===== src/rtl/seg_scan_driver.sv =====
// ---------------------------------------------------------------------------
// seg_scan_driver
//
// Multiplexes a NUM_DIG-digit common-anode seven-segment display fed by the
// BCD calculate stage. Each digit owns one slot of DIV = CLK_FREQ/SCAN_HZ
// clock cycles. The first BLANK_CYC cycles of every slot are dark so the
// previous digit's segments never ghost onto the next digit. Inputs are
// snapshotted once per frame, at the start of digit 0's slot, so a frame that
// is being displayed never mixes old and new data.
//
// Ports
//   clk          system clock
//   rst          synchronous, active-high reset
//   data_in      4*NUM_DIG bits, nibble i is digit i (digit 0 is rightmost)
//   dat_en       NUM_DIG bits, 1 = digit i is lit during its slot
//   dot_en       NUM_DIG bits, 1 = decimal point lit on digit i (when lit)
//   seg_sel      NUM_DIG bits, active-low digit select, bit i drives digit i
//   seg_data     8 bits, active-low segments {dp,g,f,e,d,c,b,a}
//   frame_start  one-cycle pulse, the cycle after each input snapshot
//
// All outputs are registered and reflect the slot position of the previous
// cycle.
// ---------------------------------------------------------------------------
module seg_scan_driver #(
    parameter int NUM_DIG   = 8,
    parameter int CLK_FREQ  = 12000000,
    parameter int SCAN_HZ   = 1000,
    parameter int BLANK_CYC = 16
) (
    input  logic                 clk,
    input  logic                 rst,
    input  logic [4*NUM_DIG-1:0] data_in,
    input  logic [NUM_DIG-1:0]   dat_en,
    input  logic [NUM_DIG-1:0]   dot_en,
    output logic [NUM_DIG-1:0]   seg_sel,
    output logic [7:0]           seg_data,
    output logic                 frame_start
);

    localparam int DIV   = CLK_FREQ / SCAN_HZ;
    localparam int CNT_W = (DIV > 1) ? $clog2(DIV) : 1;
    localparam int IDX_W = (NUM_DIG > 1) ? $clog2(NUM_DIG) : 1;

    localparam logic [CNT_W-1:0] CNT_LAST  = CNT_W'(DIV - 1);
    localparam logic [CNT_W-1:0] BLANK_END = CNT_W'(BLANK_CYC);
    localparam logic [IDX_W-1:0] IDX_LAST  = IDX_W'(NUM_DIG - 1);

    // Each slot is split into a dark lead-in and a lit remainder.
    typedef enum logic {
        PH_BLANK = 1'b0,
        PH_SHOW  = 1'b1
    } phase_t;

    logic [CNT_W-1:0]     cnt;
    logic [IDX_W-1:0]     idx;
    logic [4*NUM_DIG-1:0] snap_data;
    logic [NUM_DIG-1:0]   snap_dat;
    logic [NUM_DIG-1:0]   snap_dot;

    logic                 frame_edge;
    phase_t               phase;
    logic [3:0]           cur_nib;
    logic [NUM_DIG-1:0]   sel_next;
    logic [7:0]           data_next;

    // Active-low segment patterns {dp,g,f,e,d,c,b,a}. Codes A..F are not hex
    // letters: A is a minus sign, B/D render as lower-case b/d, F is blank.
    function automatic logic [7:0] decode(input logic [3:0] nib);
        logic [7:0] pat;
        case (nib)
            4'h0:    pat = 8'hC0;
            4'h1:    pat = 8'hF9;
            4'h2:    pat = 8'hA4;
            4'h3:    pat = 8'hB0;
            4'h4:    pat = 8'h99;
            4'h5:    pat = 8'h92;
            4'h6:    pat = 8'h82;
            4'h7:    pat = 8'hF8;
            4'h8:    pat = 8'h80;
            4'h9:    pat = 8'h90;
            4'hA:    pat = 8'hBF;
            4'hB:    pat = 8'h83;
            4'hC:    pat = 8'hC6;
            4'hD:    pat = 8'hA1;
            4'hE:    pat = 8'h86;
            default: pat = 8'hFF;
        endcase
        return pat;
    endfunction

    // The first cycle of digit 0's slot marks the frame boundary.
    always_comb begin
        frame_edge = (cnt == '0) && (idx == '0);
    end

    // Slot counter and digit index. idx advances on the last cycle of a slot
    // and wraps after the leftmost digit.
    always_ff @(posedge clk) begin
        if (rst) begin
            cnt <= '0;
            idx <= '0;
        end else if (cnt == CNT_LAST) begin
            cnt <= '0;
            if (idx == IDX_LAST) begin
                idx <= '0;
            end else begin
                idx <= idx + 1'b1;
            end
        end else begin
            cnt <= cnt + 1'b1;
        end
    end

    // Frame snapshot. Captured while the display is blanked at the start of
    // slot 0, so the new snapshot is in place before any digit is lit.
    always_ff @(posedge clk) begin
        if (rst) begin
            snap_data   <= '0;
            snap_dat    <= '0;
            snap_dot    <= '0;
            frame_start <= 1'b0;
        end else begin
            frame_start <= frame_edge;
            if (frame_edge) begin
                snap_data <= data_in;
                snap_dat  <= dat_en;
                snap_dot  <= dot_en;
            end
        end
    end

    // Phase is a pure decode of the slot counter; no separate state register
    // is needed because the counter already encodes where we are in the slot.
    always_comb begin
        phase = PH_SHOW;
        if (cnt < BLANK_END) begin
            phase = PH_BLANK;
        end
    end

    // Next output values. Everything defaults to dark; only a SHOW cycle of
    // an enabled digit drives exactly one select low.
    always_comb begin
        sel_next  = '1;
        data_next = 8'hFF;
        cur_nib   = snap_data[{idx, 2'b00} +: 4];
        if (phase == PH_SHOW && snap_dat[idx]) begin
            sel_next  = ~(NUM_DIG'(1) << idx);
            data_next = decode(cur_nib);
            if (snap_dot[idx]) begin
                data_next[7] = 1'b0;
            end
        end
    end

    // Registered outputs keep the pins glitch-free.
    always_ff @(posedge clk) begin
        if (rst) begin
            seg_sel  <= '1;
            seg_data <= 8'hFF;
        end else begin
            seg_sel  <= sel_next;
            seg_data <= data_next;
        end
    end

endmodule

===== config.mk =====
export PLATFORM = sky130hd
export DESIGN_NAME = seg_scan_driver
export DESIGN_NICKNAME = d
export VERILOG_FILES = /design/src/rtl/seg_scan_driver.sv
export SDC_FILE = /design/constraint.sdc
export NUM_CORES = 1
export LEC_CHECK = 0
export ABC_AREA = 1
export BUFFER_PORTS_ARGS = -buffer_cell sky130_fd_sc_hd__buf_2
export CAP_MARGIN = 5
export CORE_ASPECT_RATIO = 1.4
export CORE_MARGIN = 1.5
export CORE_UTILIZATION = 60
export DETAILED_ROUTE_END_ITERATION = 6
export HOLD_SLACK_MARGIN = 0.06
export PLACE_DENSITY = 0.85
export SYNTH_ARGS = -nofsm -noshare
export SYNTH_HDL_FRONTEND = slang
export SYNTH_SLANG_ARGS = --single-unit

===== constraint.sdc =====
create_clock -name clk -period 4.4 [get_ports clk]
set_input_delay 0.66 -clock clk [delete_from_list [all_inputs] [get_ports clk]]
set_output_delay 0.66 -clock clk [all_outputs]
set_load 0.01 [all_outputs]

==> metrics.md <==
| Metric | Value |
|---|---|
| Mapped Nets | `592` |
| Post-CTS Hold Buffers | `0` |
| Post-cts sizing count | `0` |
| Top post-synthesis cells by area | `dfxtp_1 43%, nand2_1 12%, o21ai_0 7.2%` |
| WL final | `8196 um` |
| Post-DP Area | `4076 um2` |
| Hold Path Cell Cnt | `2` |
| CP max FO | `87` |
| Critical-path cell list | `inv_1 > ha_1 > nand4_1 > nor2_1 > nand2_4 > inv_1 > nor2_1 > nor2_1` |
| Met2 usage | `0.4550` |
| Initial Util | `0.6162` |
| Worst Path Arrival | `3.04 ns` |
| TritonCTS clock tree | `yes` |
| Power per Cell Area | `396.4 nW/um2` |
| DRC | `0` |
| GP Congestion | `0.8387` |
| Reg clk slew, reported paths | `0.08 ns` |
| Overflow after GRT | `0` |
| Final setup vio count | `0` |
| Synthesized area per cell | `7.263 um2` |
| Slowest stage delay, CP | `0.65 ns` |
| Maximum clock path buffer count | `2` |
| Fin Clk Skew | `0.008648 ns` |
| TritonRoute pass-1 iters | `7` |
| GR Util met1 | `0.2703` |
| Port Buf Inserts | `66` |
| Maximum operating frequency | `358.3 MHz` |
| Synth Cell Area | `3827 um2` |
| Initial antenna violation count | `0` |
| Core ar. | `6211 um2` |
| Die area | `6874 um2` |
| Slew @ Worst Pin | `1.173 ns` |
| Largest net degree at the start of global routing | `88` |
| Layout cells sized above 1 | `0.1658` |
| Area Growth Syn to Fin | `13.08%` |
| DRT antenna net count | `0` |
| WL/cell | `12.47 um` |
| HP Class | `register to register` |
| Yosys top cell area share | `0.4289` |
| Worst path slowest cell | `dfxtp_1` |
| Global-route wire length before repair | `13800 um` |
| Vias in the first global route | `3283` |
| Max-cap viol count | `0` |
| H-tree levels | `3` |
| Later-pin clock latency in the skew report | `0.36 ns` |
| Synth Warn # | `0` |
| Die height | `97.50 um` |
| Distinct cells, synth | `30` |
| Diode count | `0` |
| Yosys reg bits | `82` |
| Reg area | `1642 um2` |
| Routed vias | `3502` |
| CP Class | `register to register` |
| Critical Path End Type | `register` |
| Leak pwr | `1.982 nW` |
| Post-CTS Setup Inserts | `0` |
| Final Hold Viols | `0` |
| Cells after synthesis | `527` |
| R2r worst-path depth | `8` |
| Worst slew margin | `0.2172` |
| Via density | `5.330` |
| Met3 global-route usage | `0.05394` |
| Most Frequent Cell on Critical Path | `nor2_1` |
| Area of the multi-input gates | `1764 um2` |
| Die Width | `70.50 um` |
| Synth area leader | `dfxtp_1` |
| Fillers | `514` |
| Status | `complete, no violations` |
| Crit path required time | `4.65 ns` |
| Initial DRC Count | `189` |
| Period minus WS final | `2.791 ns` |
| Cell Rows | `34` |
| RSZ-0062 raised after global routing | `false` |
| Setup TNS | `0 ns` |
| Clock sinks | `82` |
| Startpoint types | `register` |
| Gr busiest metal | `met2` |
| Finished Cell Area | `4328 um2` |
| Period utilization | `0.6343` |
| Ports | `67` |
| Fin nets | `645` |
| Root Buffer Master | `clkbuf_8` |
| Total CTS buffers | `9` |
| Detailed placer's ending HPWL | `5561 um` |
| Worst vdd ir | `0.3094 mV` |
| Max-slew violation count | `0` |
| Tot GR Track Use | `0.2510` |
| Register area share after synthesis | `0.4289` |
==> area by class of cell <==
class,instances,area share
Clock buffer,11,0.03498
Tap cell,72,0.02082
Clock inverter,5,0.02313
Sequential cell,82,0.3793
Timing Repair Buffer,67,0.07806
Inverter,64,0.05609
Multi-Input combinational cell,356,0.4076
==> worst paths after layout <==
check                startpoint            end  slack, ns
setup / recovery         idx[1]    snap_dot[7]       1.61
hold / removal    snap_data[12]  snap_data[12]       0.46
setup reg to reg         idx[1]    snap_dot[7]       1.61
hold reg to reg   snap_data[12]  snap_data[12]       0.46
==> worst max-delay path: cells and delay by family (launching register included) <==
kind	cells	cell delay (ns)
fa+ha+maj	1	0.34
buf+inv	2	0.72
flops	1	0.65
simple gates	5	0.94
==> cell families (layout without fill, tap and decap cells) <==
group           count (synthesis)  after routing  synth area share
compound gates                111            111            0.1451
xor+xnor                        3              3          0.006866
simple gates                  227            227            0.2599
flops                          82             82            0.4289
buf+inv                        89            147            0.1102
fa+ha+maj                      15             15           0.04904
==> layer usage <==
layer	up-vias	wire length (um)
met4	0	197
met2	94	4206
met3	16	376
met5	-	0
li1	1798	-
met1	1594	3416
==> registers in the layout, summed over array words and instances (netlist names) <==
name         count
idx              3
seg_data         8
seg_sel          8
snap_data       32
frame_start      1
snap_dot         8
cnt             14
snap_dat         8
==> Yosys cell counts <==
master and number:
o21ai_0 55, buf_1 1, a21oi_1 52, ha_1 15, nor2_2 4, or2_0 2
or2_2 1, clkbuf_1 10, dfxtp_1 82, buf_6 4, buf_4 1, nand3_1 45
o21ai_1 4, nand4_1 5, nand2_4 1, inv_2 1, buf_8 4, and3_1 1
buf_2 5, inv_1 62, nor3_2 1, nor3_1 3, nor4_2 1, nor2_4 2
nor2_1 37, nand2_1 120, inv_4 1, nand3b_1 2, nand2_2 2, xor2_1 3
==> report_power, final <==
part | internal [mW] | switching, mW | total, mW
sequential | 0.799 | 0.0202 | 0.819
combinational | 0.0782 | 0.147 | 0.226
clock | 0.406 | 0.265 | 0.671
==> cells in the final DEF, fill, tap and decap left out, drive strengths merged <==
| master | instances |
|---|---|
| bufinv | 3 |
| dfxtp | 82 |
| xor2 | 3 |
| nor4 | 1 |
| clkinv | 2 |
| nand4 | 5 |
| nor3 | 4 |
| nand3b | 2 |
| buf | 67 |
| or2 | 3 |
| ha | 15 |
| nand2 | 123 |
| and3 | 1 |
| clkbuf | 11 |
| nand3 | 45 |
| o21ai | 59 |
| nor2 | 43 |
| inv | 64 |
| a21oi | 52 |
==> stage by stage <==
step / std cells / setup WS, ns / utilization / hold slack (ns) / total power [mW]
5_1_grt: 657 / 1.300 / 0.6968 / 0.4804 / 1.795
6_report: 657 / 1.609 / 0.6968 / 0.4552 / 1.716
3_3_place_gp: 641 / 1.752 / 0.6563 / 0.4411 / 1.049
3_5_place_dp: 641 / 1.654 / 0.6563 / 0.4480 / 1.059
4_1_cts: 657 / 1.640 / 0.6968 / 0.4578 / 1.720
2_1_floorplan: 527 / 2.557 / - / 0.4244 / 1.016
Note: power is estimated with default switching activity, not from simulation.
